--- src/rtl/exe_mem_stage.sv ---
// EXE/MEM pipeline register with valid/ready handshake, flush and status flags.
// Bubbles carry no side effects: control outputs are cleared whenever the entry drains.
module exe_mem_stage #(
    parameter int DATA_W = 32,
    parameter int DEST_W = 4
) (
    input  logic              clk,
    input  logic              rst,
    input  logic              in_valid,
    output logic              in_ready,
    input  logic              flush,
    input  logic              wb_en_in,
    input  logic              mem_r_en_in,
    input  logic              mem_w_en_in,
    input  logic              s_in,
    input  logic [DATA_W-1:0] alu_res_in,
    input  logic [DATA_W-1:0] val_rm_in,
    input  logic [DEST_W-1:0] dest_in,
    input  logic [3:0]        nzcv_in,
    output logic              out_valid,
    input  logic              mem_ready,
    output logic              wb_en,
    output logic              mem_r_en,
    output logic              mem_w_en,
    output logic [DATA_W-1:0] alu_res,
    output logic [DATA_W-1:0] val_rm,
    output logic [DEST_W-1:0] dest,
    output logic [3:0]        status
);

    logic accept;
    logic drain;

    assign in_ready = (!out_valid || mem_ready) && !flush;
    assign accept   = in_valid && in_ready;
    assign drain    = flush || (out_valid && mem_ready);

    // Flush is already excluded from accept through in_ready, so it dominates.
    always_ff @(posedge clk or negedge rst) begin
        if (!rst) begin
            out_valid <= 1'b0;
            wb_en     <= 1'b0;
            mem_r_en  <= 1'b0;
            mem_w_en  <= 1'b0;
            alu_res   <= '0;
            val_rm    <= '0;
            dest      <= '0;
            status    <= '0;
        end else if (accept) begin
            out_valid <= 1'b1;
            wb_en     <= wb_en_in;
            mem_r_en  <= mem_r_en_in;
            mem_w_en  <= mem_w_en_in;
            alu_res   <= alu_res_in;
            val_rm    <= val_rm_in;
            dest      <= dest_in;
            if (s_in) begin
                status <= nzcv_in;
            end
        end else if (drain) begin
            out_valid <= 1'b0;
            wb_en     <= 1'b0;
            mem_r_en  <= 1'b0;
            mem_w_en  <= 1'b0;
        end
    end

endmodule

--- config.mk ---
export PLATFORM = sky130hd
export DESIGN_NAME = exe_mem_stage
export DESIGN_NICKNAME = d
export VERILOG_FILES = /design/src/rtl/exe_mem_stage.sv
export SDC_FILE = /design/constraint.sdc
export NUM_CORES = 1
export LEC_CHECK = 0
export BUFFER_PORTS_ARGS = -buffer_cell sky130_fd_sc_hd__buf_2
export CAP_MARGIN = 20
export CELL_PAD_IN_SITES_DETAIL_PLACEMENT = 1
export CELL_PAD_IN_SITES_GLOBAL_PLACEMENT = 1
export CORE_MARGIN = 8
export CORE_UTILIZATION = 38
export CTS_BUF_LIST = sky130_fd_sc_hd__clkbuf_8
export DETAILED_ROUTE_END_ITERATION = 7
export GPL_TIMING_DRIVEN = 0
export PLACE_DENSITY_LB_ADDON = 0.25
export SYNTH_ARGS = -nofsm -noshare
export SYNTH_HDL_FRONTEND = slang
export SYNTH_SLANG_ARGS = --single-unit
--- constraint.sdc ---
create_clock -name clk -period 5.65 [get_ports clk]
set_clock_uncertainty 0.15 [all_clocks]
set_input_delay 1.13 -clock clk [delete_from_list [all_inputs] [get_ports clk]]
set_output_delay 1.13 -clock clk [all_outputs]
set_load 0.05 [all_outputs]
After elaboration in Yosys (flattened, before gate mapping)
Index checks and enable logic that the tools add are counted.
{"block": "op_classes", "n_mux": 5, "reduce_logical": 9}
{"op": "2-to-1 mux 1 bit", "count": 5}
{"op": "logical AND 1 bit", "count": 3}
{"op": "zero test 1 bit", "count": 2}
{"op": "logical OR 1 bit", "count": 2}
{"op": "AND reduction 2 bit", "count": 1}
{"op": "nonzero test 2 bit", "count": 1}
{"block": "totals", "ff_bits": 76, "elab_cells": 22}

Longest topological paths before layout
Gate-level depths: netlist of the first run.
{"block": "depth", "ltp_word": 5, "depth_mapped": 6}

Worst setup path after synthesis of the first run
OpenSTA, ideal clock, no wires.
{"block": "synth_path", "path_kind": "input port to output port", "startpoint": "input port flush", "endpoint": "output port in_ready", "arrival_ns": 1.977, "required_time_ns": 4.370, "slack_ns": 2.393, "cell_stages": 2, "n_path_buf": 1, "cell_sequence": "clkbuf_1 > nor2_1"}
{"block": "synth_between", "elab_chain_cells": 2}
{"element": "from (decl)", "line": "11", "rtl": "input logic flush,"}
{"element": "zero test 1 bit", "line": "34", "rtl": "assign in_ready = (!out_valid || mem_ready) && !flush;"}
{"element": "logical AND 1 bit", "line": "34"}
{"element": "to (decl)", "line": "10", "rtl": "output logic in_ready,"}
No other way between the ends.

Final worst setup path of the first run
{"block": "layout_path", "startpoint": "input port mem_ready", "endpoint": "output port in_ready"}
{"block": "layout_between", "elab_chain_cells": 2}
{"element": "from (decl)", "line": "21", "rtl": "input logic mem_ready,"}
{"element": "logical OR 1 bit", "line": "34"}
{"element": "logical AND 1 bit", "line": "34"}
No other way between the ends.

==> results.py, run 1 <==
metrics = {
    "timing": {
        "tightest_slew_ns": 0.390,
        "slew_headroom_pct": 74.0,
        "fin_crit_sh_pct": 54.8,
        "fmax_mhz": 323,
        "hold_violations": 0,
        "min_period_ns": 3.10,
        "setup_tns_ns": 0,
        "rsz0062_at_grt": "false",
        "maxSlewViolCount": 0,
        "setup_violations": 0,
    },
    "synthesis": {
        "synth-seq-area-share_pct": 65.0,
        "ys_types": 15,
        "ys_ff_latch": 76,
        "synth_nets": 257,
        "synth_edf_count": 0,
        "async_flop_share_pct": 100,
        "syn_inst": 176,
        "synth_area_per_cell_um2": 16.6,
        "syn_area_um2": 2930,
        "synth-main-ff-cell": "dfrtp_1",
        "yosysWarnings": 0,
    },
    "cts": {
        "cts-root-buf": "clkbuf_8",
        "clkTransAtPathRegs_ns": 0.07,
        "postCtsSetupBuffers": 0,
        "cts_tree": "yes",
        "clkSinkCount": 76,
        "hold_buffers": 0,
        "clk_latency_ns": 0.33,
        "cts.repair.resized": 0,
        "ctsLongestPathBuffers": 2,
        "cts_made_buffers": 9,
        "ctsHtreeMaxLevel": 3,
    },
    "route": {
        "post-route-drc-count": 0,
        "viasPerCell": 4.62,
        "ant_nets": 0,
        "postRouteWirelength_um": 7790,
        "num_vias": 2081,
        "dr.pass1.iters": 3,
        "drt_iter0_drc": 44,
        "routedWlPerCell_um": 17.3,
    },
    "placement": {
        "numPortBuffers": 155,
        "dp_cells": 434,
        "gp_congestion": 0.666,
        "place_area_um2": 3860,
        "hpwl_um": 6270,
    },
    "floorplan": {
        "die_w_um": 104,
        "fp.dieH_um": 104,
        "start_util_pct": 38.5,
        "placementRows": 32,
        "core_um2": 7610,
        "ioPinCount": 158,
        "die-area_um2": 10800,
    },
    "hold_path": {
        "hp-class": "register to register",
        "hp-start": "alu_res[1]$_DFFE_PN0P_",
    },
    "final_layout": {
        "fin_nets": 424,
        "syn_to_final_growth_pct": 37.4,
        "finalInstanceArea_um2": 4020,
        "final-instance-count-excl-fill": 450,
        "drive_gt1_share_pct": 67.5,
        "final_util_pct": 52.9,
        "num_antenna_cells": 0,
    },
    "global_routing": {
        "grt_overflow": 0,
        "antenna_found_initial": 0,
        "grt_usage_pct": 14.9,
        "grt_pass1_wl_um": 12900,
        "grt_max_degree": 58,
        "grt_pass1_vias": 2476,
    },
    "critical_path": {
        "slowest_delay_ns": 0.22,
        "path_class": "input pin to output port",
        "cp-startpoint": "mem_ready",
        "cp_common_cell": "buf_2",
        "path_cells": "buf_2 > nor2b_1 > buf_2 > nor2_1 > buf_2",
        "crit_fanout": 7,
        "crit_path_end_kind": "output port",
        "setup.worst_path.start_class": "input pin",
        "cp_top_family": "buffers and inverters",
        "critPathBufInv": 3,
        "critPathArrivalTime_ns": 1.82,
        "reg2reg_from": "out_valid$_DFFE_PN0P_",
        "required_ns": 4.37,
        "crit_path_top_delay_cell": "buf_2",
    },
    "status": {
        "status": "complete, no violations",
    },
    "power": {
        "total_power_uw": 1610,
        "ir_drop_mv": 0.181,
        "p_per_area_nw_per_um2": 401,
        "p_leak_uw": 0.00200,
    },
    "flow_run": {
        "maxCapViolCount": 0,
    },
}
synthesized netlist by cell type (2+ instances only):
master	n	area share, %
dfrtp_1	76	65
mux2_2	52	20
mux2_1	20	7.7
buf_4	4	1.0
a21oi_1	3	0.51
a32oi_1	3	0.90
buf_6	3	1.2
mux2i_1	3	1.0
nor2_1	3	0.38
or2_2	3	0.64
buf_2	2	0.34
final cells by class:
| type | instances | area (um2) |
|---|---|---|
| Multi-Input combinational cell | 90 | 948 |
| Clock inverter | 7 | 36.3 |
| Timing Repair Buffer | 156 | 806 |
| Fill cell | 864 | 3590 |
| Tap cell | 102 | 128 |
| Buffer | 10 | 77.6 |
| Sequential cell | 76 | 1900 |
| Clock buffer | 9 | 124 |
power by group:
group	total (uW)	leakage [uW]	switching, uW	internal, uW
logic	593	0.00101	434	159
clock network	344	0.0000951	190	154
registers	676	0.000899	41.5	635
cell families after synthesis:
family	count (synthesis)	share of synthesized area (%)
AOI/OAI and AO/OA	6	1.41
buffers and inverters	10	2.65
DFF	76	65.0
muxes	75	28.7
and+or+nand+nor	9	2.27
state kept, by name, indices dropped and copies added (netlist names):
name / count
out_valid: 1
alu_res: 32
status: 4
mem_r_en: 1
mem_w_en: 1
val_rm: 32
wb_en: 1
dest: 4
metrics by stage:
stage / setup WS, ns / hold WS (ns)
after floorplan: 2.39 / 0.678
after global placement: 2.55 / 0.312
after detailed placement: 2.55 / 0.321
after CTS: 2.55 / 0.338
after global routing: 2.49 / 0.357
final: 2.55 / 0.335
placed cells by master, fill, tap and decap left out, types with 2 or more instances in the layout:
cell / instances
a21oi_1: 3
a32oi_1: 3
buf_2: 156
buf_4: 5
buf_6: 3
clkbuf_8: 9
clkinv_2: 4
dfrtp_1: 76
inv_1: 2
mux2_1: 20
mux2_2: 52
mux2i_1: 3
nor2_1: 3
or2_2: 3
metal layers:
metal	vias up	GRT usage, %	wire, um
li1	960	-	-
met1	1028	15.5	2880
met2	91	25.2	4050
met3	2	8.24	841
met4	0	4.65	18
met5	-	0	0
worst reg2reg max path, cell delays in order, from the launching register on:
cell     delay [ns]
dfrtp_1        0.43
nor2b_1        0.14
buf_2          0.16
nor3b_4        0.35
buf_6          0.22
buf_6          0.16
mux2_1         0.33
path summary, 6_finish.rpt:
| path | cells after the start | end | slack [ns] |
|---|---|---|---|
| hold reg to reg | 1 | alu_res[1]$_DFFE_PN0P_ | 0.33 |
| setup / recovery | 5 | in_ready | 2.55 |
| max in group asynchronous | 2 | val_rm[21]$_DFFE_PN0P_ | 4.26 |
| min in group asynchronous | 1 | val_rm[10]$_DFFE_PN0P_ | 0.52 |
| setup reg to reg | 6 | alu_res[7]$_DFFE_PN0P_ | 3.59 |
| hold / removal | 1 | alu_res[1]$_DFFE_PN0P_ | 0.33 |
Power figures use the tool's default switching activity.
==> run 2: changes to the inputs <==
Settings changed: CORE_UTILIZATION 38 to 36.
Clock period 5.65 ns to 3 ns, I/O delays scaled along.
==> run 2 against run 1 <==
Compared with the run above: sequential power is 88% higher; core utilization is 2.0 points lower; combinational power grew 89%; non-clock buffer count up 1; global-route usage fell by 0.58 points; wire length up 1.4%; final area increased by 1.7%; flip-flop and latch count unchanged; sequential share of layout area decreased by 0.81 points; worst hold slack got worse by 0.014 ns; critical path type is now register to output port; largest cell class unchanged.
==> results.py, run 2 (synthesis results as in run 1) <==
metrics = {
    "cts": {
        "clkTransAtPathRegs_ns": 0.08,
        "cts_made_buffers": 9,
        "ctsLongestPathBuffers": 2,
        "clk_latency_ns": 0.33,
        "postCtsSetupBuffers": 0,
        "clkSinkCount": 76,
        "ctsHtreeMaxLevel": 3,
        "cts-root-buf": "clkbuf_8",
        "cts_tree": "yes",
    },
    "floorplan": {
        "placementRows": 33,
        "core_um2": 8050,
        "ioPinCount": 158,
        "fp.dieH_um": 106,
        "die_w_um": 106,
        "die-area_um2": 11300,
        "start_util_pct": 36.4,
    },
    "timing": {
        "slew_headroom_pct": 73.6,
        "maxSlewViolCount": 0,
        "rsz0062_at_grt": "false",
        "setup_violations": 0,
        "fmax_mhz": 460,
        "hold_violations": 0,
        "min_period_ns": 2.18,
        "tightest_slew_ns": 0.395,
        "fin_crit_sh_pct": 72.5,
        "setup_tns_ns": 0,
    },
    "power": {
        "p_per_area_nw_per_um2": 790,
        "p_leak_uw": 0.00202,
        "ir_drop_mv": 0.322,
    },
    "hold_path": {
        "hp-class": "input pin to register",
        "worstHoldPathCells": 2,
    },
    "placement": {
        "gp_congestion": 0.716,
        "numPortBuffers": 155,
        "hpwl_um": 6280,
        "dp_cells": 437,
    },
    "critical_path": {
        "cp_top_family": "buffers and inverters",
        "slowest_delay_ns": 0.43,
        "cp_common_cell": "buf_2",
        "crit_fanout": 7,
        "path_cells": "nor2b_1 > buf_2 > nor2_1 > buf_2",
        "path_class": "register to output port",
        "crit_path_end_kind": "output port",
        "critPathArrivalTime_ns": 1.43,
        "cp.depth": 4,
        "required_ns": 2.25,
        "setup.worst_path.start_class": "register",
        "r2r_cells": 6,
        "crit_path_top_delay_cell": "dfrtp_1",
        "critPathBufInv": 2,
    },
    "route": {
        "postRouteWirelength_um": 7900,
        "post-route-drc-count": 0,
        "dr.pass1.iters": 4,
        "viasPerCell": 4.63,
        "num_vias": 2101,
        "drt_iter0_drc": 30,
        "routedWlPerCell_um": 17.4,
        "ant_nets": 0,
    },
    "global_routing": {
        "grt_overflow": 0,
        "grt_pass1_vias": 2455,
        "grt_max_degree": 66,
        "antenna_found_initial": 0,
        "grt_usage_pct": 14.3,
        "grt_pass1_wl_um": 12800,
    },
    "final_layout": {
        "fin_nets": 425,
        "top_regs": "alu_res x32, val_rm x32",
        "ff_latch_area_um2": 1900,
        "num_antenna_cells": 0,
        "drive_gt1_share_pct": 67.3,
        "syn_to_final_growth_pct": 39.7,
        "final-instance-count-excl-fill": 454,
        "multi_input_area_um2": 948,
        "n_fill_cell": 872,
        "final_cell_mix": "156 x buf_2, 76 x dfrtp_1, 52 x mux2_2",
        "layout_commonest_cell": "buf_2",
    },
    "flow_run": {
        "maxCapViolCount": 0,
    },
    "status": {
        "status": "complete, no violations",
    },
}
run 2: what timing repair did:
item	in CTS	in global routing
hold endpoints to repair	11	0
hold buffers	1	0
resized for setup	0	0
run 2: routing by layer:
metal,part of all wire (%),GRT usage [%]
met5,0,0
met4,0.84,4.52
met3,9.5,6.23
met2,51,24.9
met1,38,15.4
run 2: path summary, 6_finish.rpt:
path / start / to / slack, ns
max reg2reg: out_valid$_DFFE_PN0P_ / alu_res[0]$_DFFE_PN0P_ / 0.95
min reg2reg: alu_res[11]$_DFFE_PN0P_ / alu_res[11]$_DFFE_PN0P_ / 0.33
max: out_valid$_DFFE_PN0P_ / in_ready / 0.82
min in group asynchronous: rst / val_rm[12]$_DFFE_PN0P_ / 0.49
max in group asynchronous: rst / val_rm[1]$_DFFE_PN0P_ / 1.65
min: alu_res_in[11] / alu_res[11]$_DFFE_PN0P_ / 0.32
run 2: worst reg2reg max path, stage by stage, from the launching register on:
cell,delay (ns)
dfrtp_1,0.43
nor2b_1,0.14
buf_2,0.17
nor3b_4,0.33
buf_6,0.21
buf_6,0.17
mux2_1,0.34
run 2: metrics by stage:
stage	setup slack [ns]	power [uW]	instance area [um2]	util, %	hold WS [ns]
3_3_place_gp	0.631	2400	3830	47.6	0.311
5_1_grt	0.735	3380	4090	50.8	0.305
6_report	0.824	3230	4090	50.8	0.321
2_1_floorplan	0.678	2100	2930	-	0.154
3_5_place_dp	0.701	2430	3860	48.0	0.310
4_1_cts	0.801	3280	4090	50.8	0.309
run 2: report_power, final:
part | leakage (uW) | switching (uW) | internal, uW | total [uW]
clock network | 0.000112 | 371 | 467 | 838
registers | 0.000899 | 77.9 | 1190 | 1270
logic | 0.00101 | 821 | 300 | 1120
total | 0.00202 | 1270 | 1960 | 3230
run 2: area by class of cell:
class | instances | area share, %
Buffer | 10 | 1.90
Clock buffer | 9 | 3.03
Clock inverter | 7 | 2.26
Multi-Input combinational cell | 90 | 23.2
Sequential cell | 76 | 46.5
Tap cell | 105 | 3.21
Timing Repair Buffer | 157 | 19.9
